### config.mk
export PLATFORM = sky130hd
export DESIGN_NAME = tick_timekeeper
export DESIGN_NICKNAME = d
export VERILOG_FILES = /design/src/rtl/tick_timekeeper.sv
export SDC_FILE = /design/constraint.sdc
export NUM_CORES = 1
export LEC_CHECK = 0
export CAP_MARGIN = 15
export CORE_UTILIZATION = 40
export CTS_BUF_LIST = sky130_fd_sc_hd__clkbuf_4 sky130_fd_sc_hd__clkbuf_8
export CTS_CLUSTER_SIZE = 12
export DETAILED_ROUTE_END_ITERATION = 8
export PLACE_DENSITY_LB_ADDON = 0.05
export RECOVER_POWER = 25
export SLEW_MARGIN = 20
export SYNTH_ARGS = -nofsm -noshare
export SYNTH_HDL_FRONTEND = slang
export SYNTH_SLANG_ARGS = --single-unit
### constraint.sdc
create_clock -name clk -period 2.1 [get_ports clk]
set_input_delay 0.63 -clock clk [delete_from_list [all_inputs] [get_ports clk]]
set_output_delay 0.63 -clock clk [all_outputs]
set_load 0.03 [all_outputs]
### src/rtl/tick_timekeeper.sv
// tick_timekeeper: samples the 500 Hz divider output as data in the clk domain,
// turns each rising edge into a one-cycle tick, prescales ticks down to seconds
// and keeps an HH:MM:SS time-of-day count. A watchdog flags a stalled divider
// when no tick has been seen for STALL_CYCLES clocks.
module tick_timekeeper #(
  parameter int SYNC_STAGES   = 2,
  parameter int TICKS_PER_SEC = 500,
  parameter int STALL_CYCLES  = 200000
) (
  input  logic       clk,
  input  logic       rst,
  input  logic       tick_in,
  input  logic       run,
  input  logic       load,
  input  logic [4:0] load_hh,
  input  logic [5:0] load_mm,
  input  logic [5:0] load_ss,
  output logic [4:0] hh,
  output logic [5:0] mm,
  output logic [5:0] ss,
  output logic       tick_pulse,
  output logic       sec_pulse,
  output logic       load_err,
  output logic       clk_fault
);

  localparam int PW = (TICKS_PER_SEC > 1) ? $clog2(TICKS_PER_SEC) : 1;
  localparam int SW = $clog2(STALL_CYCLES + 1);
  localparam logic [PW-1:0] PRESC_LAST = PW'(TICKS_PER_SEC - 1);
  localparam logic [SW-1:0] STALL_MAX  = SW'(STALL_CYCLES);

  logic [SYNC_STAGES-1:0] r_sync;
  logic                   r_hist;
  logic                   r_tickPulse;
  logic [PW-1:0]          r_presc;
  logic [SW-1:0]          r_stall;
  logic [4:0]             r_hh;
  logic [5:0]             r_mm;
  logic [5:0]             r_ss;
  logic                   r_secPulse;
  logic                   r_loadErr;

  logic                   w_syncOut;
  logic                   w_loadValid;
  logic                   w_advance;
  logic                   w_wrap;
  logic [4:0]             w_hhNext;
  logic [5:0]             w_mmNext;
  logic [5:0]             w_ssNext;

  assign w_syncOut   = r_sync[SYNC_STAGES-1];
  assign w_loadValid = (load_hh <= 5'd23) && (load_mm <= 6'd59) && (load_ss <= 6'd59);
  assign w_advance   = r_tickPulse && run;
  assign w_wrap      = w_advance && (r_presc == PRESC_LAST);

  // Shift the asynchronous tick_in through the synchronizer chain.
  always_ff @(posedge clk or negedge rst) begin
    if (!rst) begin
      r_sync <= '0;
    end else begin
      r_sync <= {r_sync[SYNC_STAGES-2:0], tick_in};
    end
  end

  // Remember the previous synchronized level and register a pulse on each rising edge.
  always_ff @(posedge clk or negedge rst) begin
    if (!rst) begin
      r_hist      <= 1'b0;
      r_tickPulse <= 1'b0;
    end else begin
      r_hist      <= w_syncOut;
      r_tickPulse <= w_syncOut & ~r_hist;
    end
  end

  // Compute the time one second ahead, with all carries resolved at once.
  always_comb begin
    w_ssNext = r_ss + 6'd1;
    w_mmNext = r_mm;
    w_hhNext = r_hh;
    if (r_ss == 6'd59) begin
      w_ssNext = 6'd0;
      w_mmNext = r_mm + 6'd1;
      if (r_mm == 6'd59) begin
        w_mmNext = 6'd0;
        w_hhNext = (r_hh == 5'd23) ? 5'd0 : r_hh + 5'd1;
      end
    end
  end

  // Prescaler and time-of-day: any load takes precedence over a tick, and a rejected load changes nothing.
  always_ff @(posedge clk or negedge rst) begin
    if (!rst) begin
      r_presc    <= '0;
      r_hh       <= 5'd0;
      r_mm       <= 6'd0;
      r_ss       <= 6'd0;
      r_secPulse <= 1'b0;
      r_loadErr  <= 1'b0;
    end else begin
      r_secPulse <= 1'b0;
      r_loadErr  <= 1'b0;
      if (load) begin
        if (w_loadValid) begin
          r_hh    <= load_hh;
          r_mm    <= load_mm;
          r_ss    <= load_ss;
          r_presc <= '0;
        end else begin
          r_loadErr <= 1'b1;
        end
      end else if (w_wrap) begin
        r_presc    <= '0;
        r_secPulse <= 1'b1;
        r_hh       <= w_hhNext;
        r_mm       <= w_mmNext;
        r_ss       <= w_ssNext;
      end else if (w_advance) begin
        r_presc <= r_presc + PW'(1);
      end
    end
  end

  // Watchdog: count clocks since the last tick, saturating at the stall limit.
  always_ff @(posedge clk or negedge rst) begin
    if (!rst) begin
      r_stall <= '0;
    end else if (r_tickPulse) begin
      r_stall <= '0;
    end else if (r_stall != STALL_MAX) begin
      r_stall <= r_stall + SW'(1);
    end
  end

  assign hh         = r_hh;
  assign mm         = r_mm;
  assign ss         = r_ss;
  assign tick_pulse = r_tickPulse;
  assign sec_pulse  = r_secPulse;
  assign load_err   = r_loadErr;
  assign clk_fault  = (r_stall == STALL_MAX);

endmodule

==> run summary <==
Between clock sinks in the finished design, the worst skew comes to 0.009485 ns. The worst-case IR drop observed on VDD is 0.4248 mV. The run gives 0.5632 as the post-route core utilization. The setup TNS after final layout is -0.1774 ns.

The logs give 43 for the I/O pin count and 0.4391 GHz for the maximum operating frequency. For this run, the post-layout net count is 381. From left edge to right edge, the die measures 82.66 um. The run gives 0.003396 mm2 as the cell area reported after detailed placement. Of all nets on the critical path, the largest fanout is 2. The share of synthesized flip-flops with an asynchronous set or reset was 1.000; the area added between synthesis and finish was 36.63%.

Excluding fillers, the count of instances in the completed layout stands at 431. In this run the static leakage power is 0.001613 uW. The total core area was 0.006314 mm2; the final weighted congestion of routability-driven global placement was 0.7599. The tools report the number of global-route vias before repair as 2058.

The number of placed instances, taps included, is 421. The fraction of layout cells with a size suffix above 1 came out at 0.1808. Post-route cell area: 0.003556 mm2. The run finished, with violations left. The flip-flop and latch count after synthesis was 50; the number of cells produced by synthesis was 272. The logs give -0.1774 ns for the final worst setup slack and 5 for the number of buffers inserted during clock tree synthesis. The Yosys step of the flow raised 0 warnings. The worst register-to-register path has a depth of 5.

The clock slew at the register clock pins of the worst setup and hold paths works out to 0.09 ns. The first global-routing pass estimated 9597 um of wire. Dividing the detail-routed via count by the number of cells gives 5.292.

Along the worst hold path, the cell count comes to 0. The count of hold-fix buffers inserted at cts came out at 0. Detailed routing inserted a total of 2281 vias.

TritonCTS built the clock tree. Power per standard cell area: 786.6 mW/mm2. The worst relative slew slack came out at 0.3212. The library cell used most frequently in the layout, excluding fill and tap cells, is dfrtp_1. After detailed routing, the number of remaining DRC violations is 0. The tool flagged a number of max-cap violations equal to 0. The run gives 1 as the number of endpoints failing setup at the final stage. The worst setup path is launched from a flop. Kind of path behind the tightest hold check: flop to flop. The later pin in the worst-skew pair is clocked with a latency of 0.30 ns. STA classifies the critical path endpoint as an output pin.

Counting flops with a built-in enable in the synthesized netlist gives 0. The checks that failed: setup timing. The H-tree generated during clock tree synthesis spans 2 levels.

Each instance of the synthesized netlist takes up on average 9.568 um2. Setup repair after global routing could not meet its margin everywhere. Summed over all layers, the routed wires come to 5924 um. Across all hold checks on the routed design, the worst slack comes to 0.3614 ns.

The final critical path time including I/O delays and setup came out at 2.277 ns. The filler cells instantiated in the layout total 581. Clock tree synthesis found a total of 50 sinks. The flip-flop cell with the highest count after synthesis is dfrtp_1.

The die outline height came out at 82.66 um. The number of max-slew violations in the final report is 0, and the final period utilization is 1.084. The floorplan step defined a die boundary enclosing 0.006833 mm2. The transition time at the pin with the least slew margin was 1.018 ns. The category of the critical setup timing path was flop to output pin. The maximum clock path buffer count is 2.

The area occupied by multi-input gates was 0.001323 mm2. In this run the remaining antenna-violating nets after routing total 0. The mean routed wirelength per cell came out at 13.74 um. For this run the aggregate overflow at the end of global routing stands at 0. Number of antenna violations at the first check in global routing: 0.

In the layout the commonest cells are dfrtp_1, buf_4, nor2_1. The tools report the arrival time of the worst setup path as 1.65 ns. The count of buffers added on input and output ports is 42.

At the worst endpoint, the required time is 1.47 ns. The share of the yosys chip area belonging to registers is 0.4808. The repair_antennas step left the layout with diodes totalling 0.

The initial core utilization came out at 0.4122. The tree is rooted in a clkbuf_8. Detailed placement ended at an HPWL of 4291 um. Count of different cell masters after synthesis: 50. The final hold violation count is 0, and the total area of sequential cells is 0.001251 mm2. The first routing iteration left 88 violations. Total routing resource utilization after global routing: 0.1856. The cell area after synthesis was 0.002602 mm2.

The post-synthesis net count is 300. For the count of standard-cell rows, the log shows 29. The first TritonRoute pass finished after 6 iterations. Entering global routing, the biggest net connects 23 pins.
power breakdown:
group | total (uW) | switching [uW] | leakage, uW | internal, uW
clock | 690 | 321 | 0.0000548 | 369
combinational | 876 | 467 | 0.000912 | 409
sequential | 1230 | 145 | 0.000646 | 1090
cell type report:
| type | instances | share of cell area |
|---|---|---|
| clock buffer | 6 | 0.02146 |
| multi-input combinational | 205 | 0.3719 |
| inverter | 10 | 0.01091 |
| clock inverter | 2 | 0.01056 |
| sequential | 50 | 0.3519 |
| timing repair buffer | 81 | 0.2062 |
| tap | 77 | 0.02709 |
routing by layer:
metal | track usage | wire (um) | up-vias
met5 | 0 | 0 | -
met4 | 0.05000 | 68 | 0
met2 | 0.2869 | 2654 | 42
met3 | 0.03956 | 238 | 7
met1 | 0.2616 | 2963 | 1096
li1 | - | - | 1136
stage by stage:
step / setup slack (ns) / power, uW
detailed placement: -0.4992 / 2129
finish: -0.1774 / 2797
global route: -0.2809 / 2972
CTS: -0.2061 / 2838
floorplan: 0.005982 / 1717
global placement: -0.4912 / 2111
worst paths after layout:
kind                       slack [ns]              startpoint                      to
setup / recovery                -0.18  r_stall[5]$_DFFE_PN0P_               clk_fault
hold / removal                   0.36     r_sync[0]$_DFF_PN0_     r_sync[1]$_DFF_PN0_
setup reg to reg                 0.02  r_presc[1]$_DFFE_PN0P_       hh[1]$_DFFE_PN0P_
hold reg to reg                  0.36     r_sync[0]$_DFF_PN0_     r_sync[1]$_DFF_PN0_
max in group asynchronous        0.52                     rst  r_presc[6]$_DFFE_PN0P_
min in group asynchronous        0.47                     rst  r_stall[3]$_DFFE_PN0P_
flip-flops by register name, indices dropped and copies added (netlist names):
register    count
r_stall        18
ss              6
load_err        1
r_sync          2
tick_pulse      1
mm              6
sec_pulse       1
hh              5
r_hist          1
r_presc         9
cell families (layout without fill, tap and decap cells):
group | after synthesis | count (layout) | synth area share
AOI/OAI and AO/OA | 63 | 63 | 0.1577
xor gates and xnor gates | 20 | 20 | 0.06731
adders and majority gates | 6 | 6 | 0.02885
buffers and inverters | 17 | 99 | 0.02548
DFF | 50 | 50 | 0.4808
muxes | 5 | 5 | 0.02163
and+or+nand+nor | 111 | 111 | 0.2183
worst max-delay path: stages (launching register included):
cell     delay (ns)
dfrtp_1        0.40
nor4b_2        0.28
nand4_1        0.18
nor4_4         0.28
buf_4          0.21
Yosys cell counts, types with 2 or more instances:
library cell / number / area (um2)
a211oi_1: 3 / 22.52
a21oi_1: 17 / 85.08
a22o_1: 4 / 35.03
a22oi_1: 2 / 15.01
a31oi_1: 2 / 12.51
a41oi_1: 2 / 17.52
and2_1: 2 / 12.51
and3_1: 4 / 25.02
and4_1: 2 / 17.52
clkbuf_1: 6 / 22.52
dfrtp_1: 50 / 1251
ha_1: 6 / 75.07
inv_1: 9 / 33.78
mux2i_1: 3 / 30.03
nand2_1: 17 / 63.81
nand2b_1: 2 / 12.51
nand3_1: 21 / 105.1
nand4_1: 7 / 43.79
nor2_1: 33 / 123.9
nor2b_1: 6 / 37.54
nor3_1: 4 / 20.02
nor3b_1: 2 / 15.01
nor4_1: 3 / 18.77
o21ai_0: 12 / 60.06
o21ai_1: 7 / 35.03
o22ai_1: 2 / 12.51
o31ai_1: 2 / 15.01
or3_1: 2 / 12.51
xnor2_1: 9 / 78.83
xor2_1: 11 / 96.34
repair_timing:
item / in CTS / in global routing
buffers inserted: 1 / 1
resized for setup: 4 / 16
setup endpoints to repair: 18 / 20
pin swaps: 6 / 5
No activity file was read; power rests on OpenSTA's default activity.
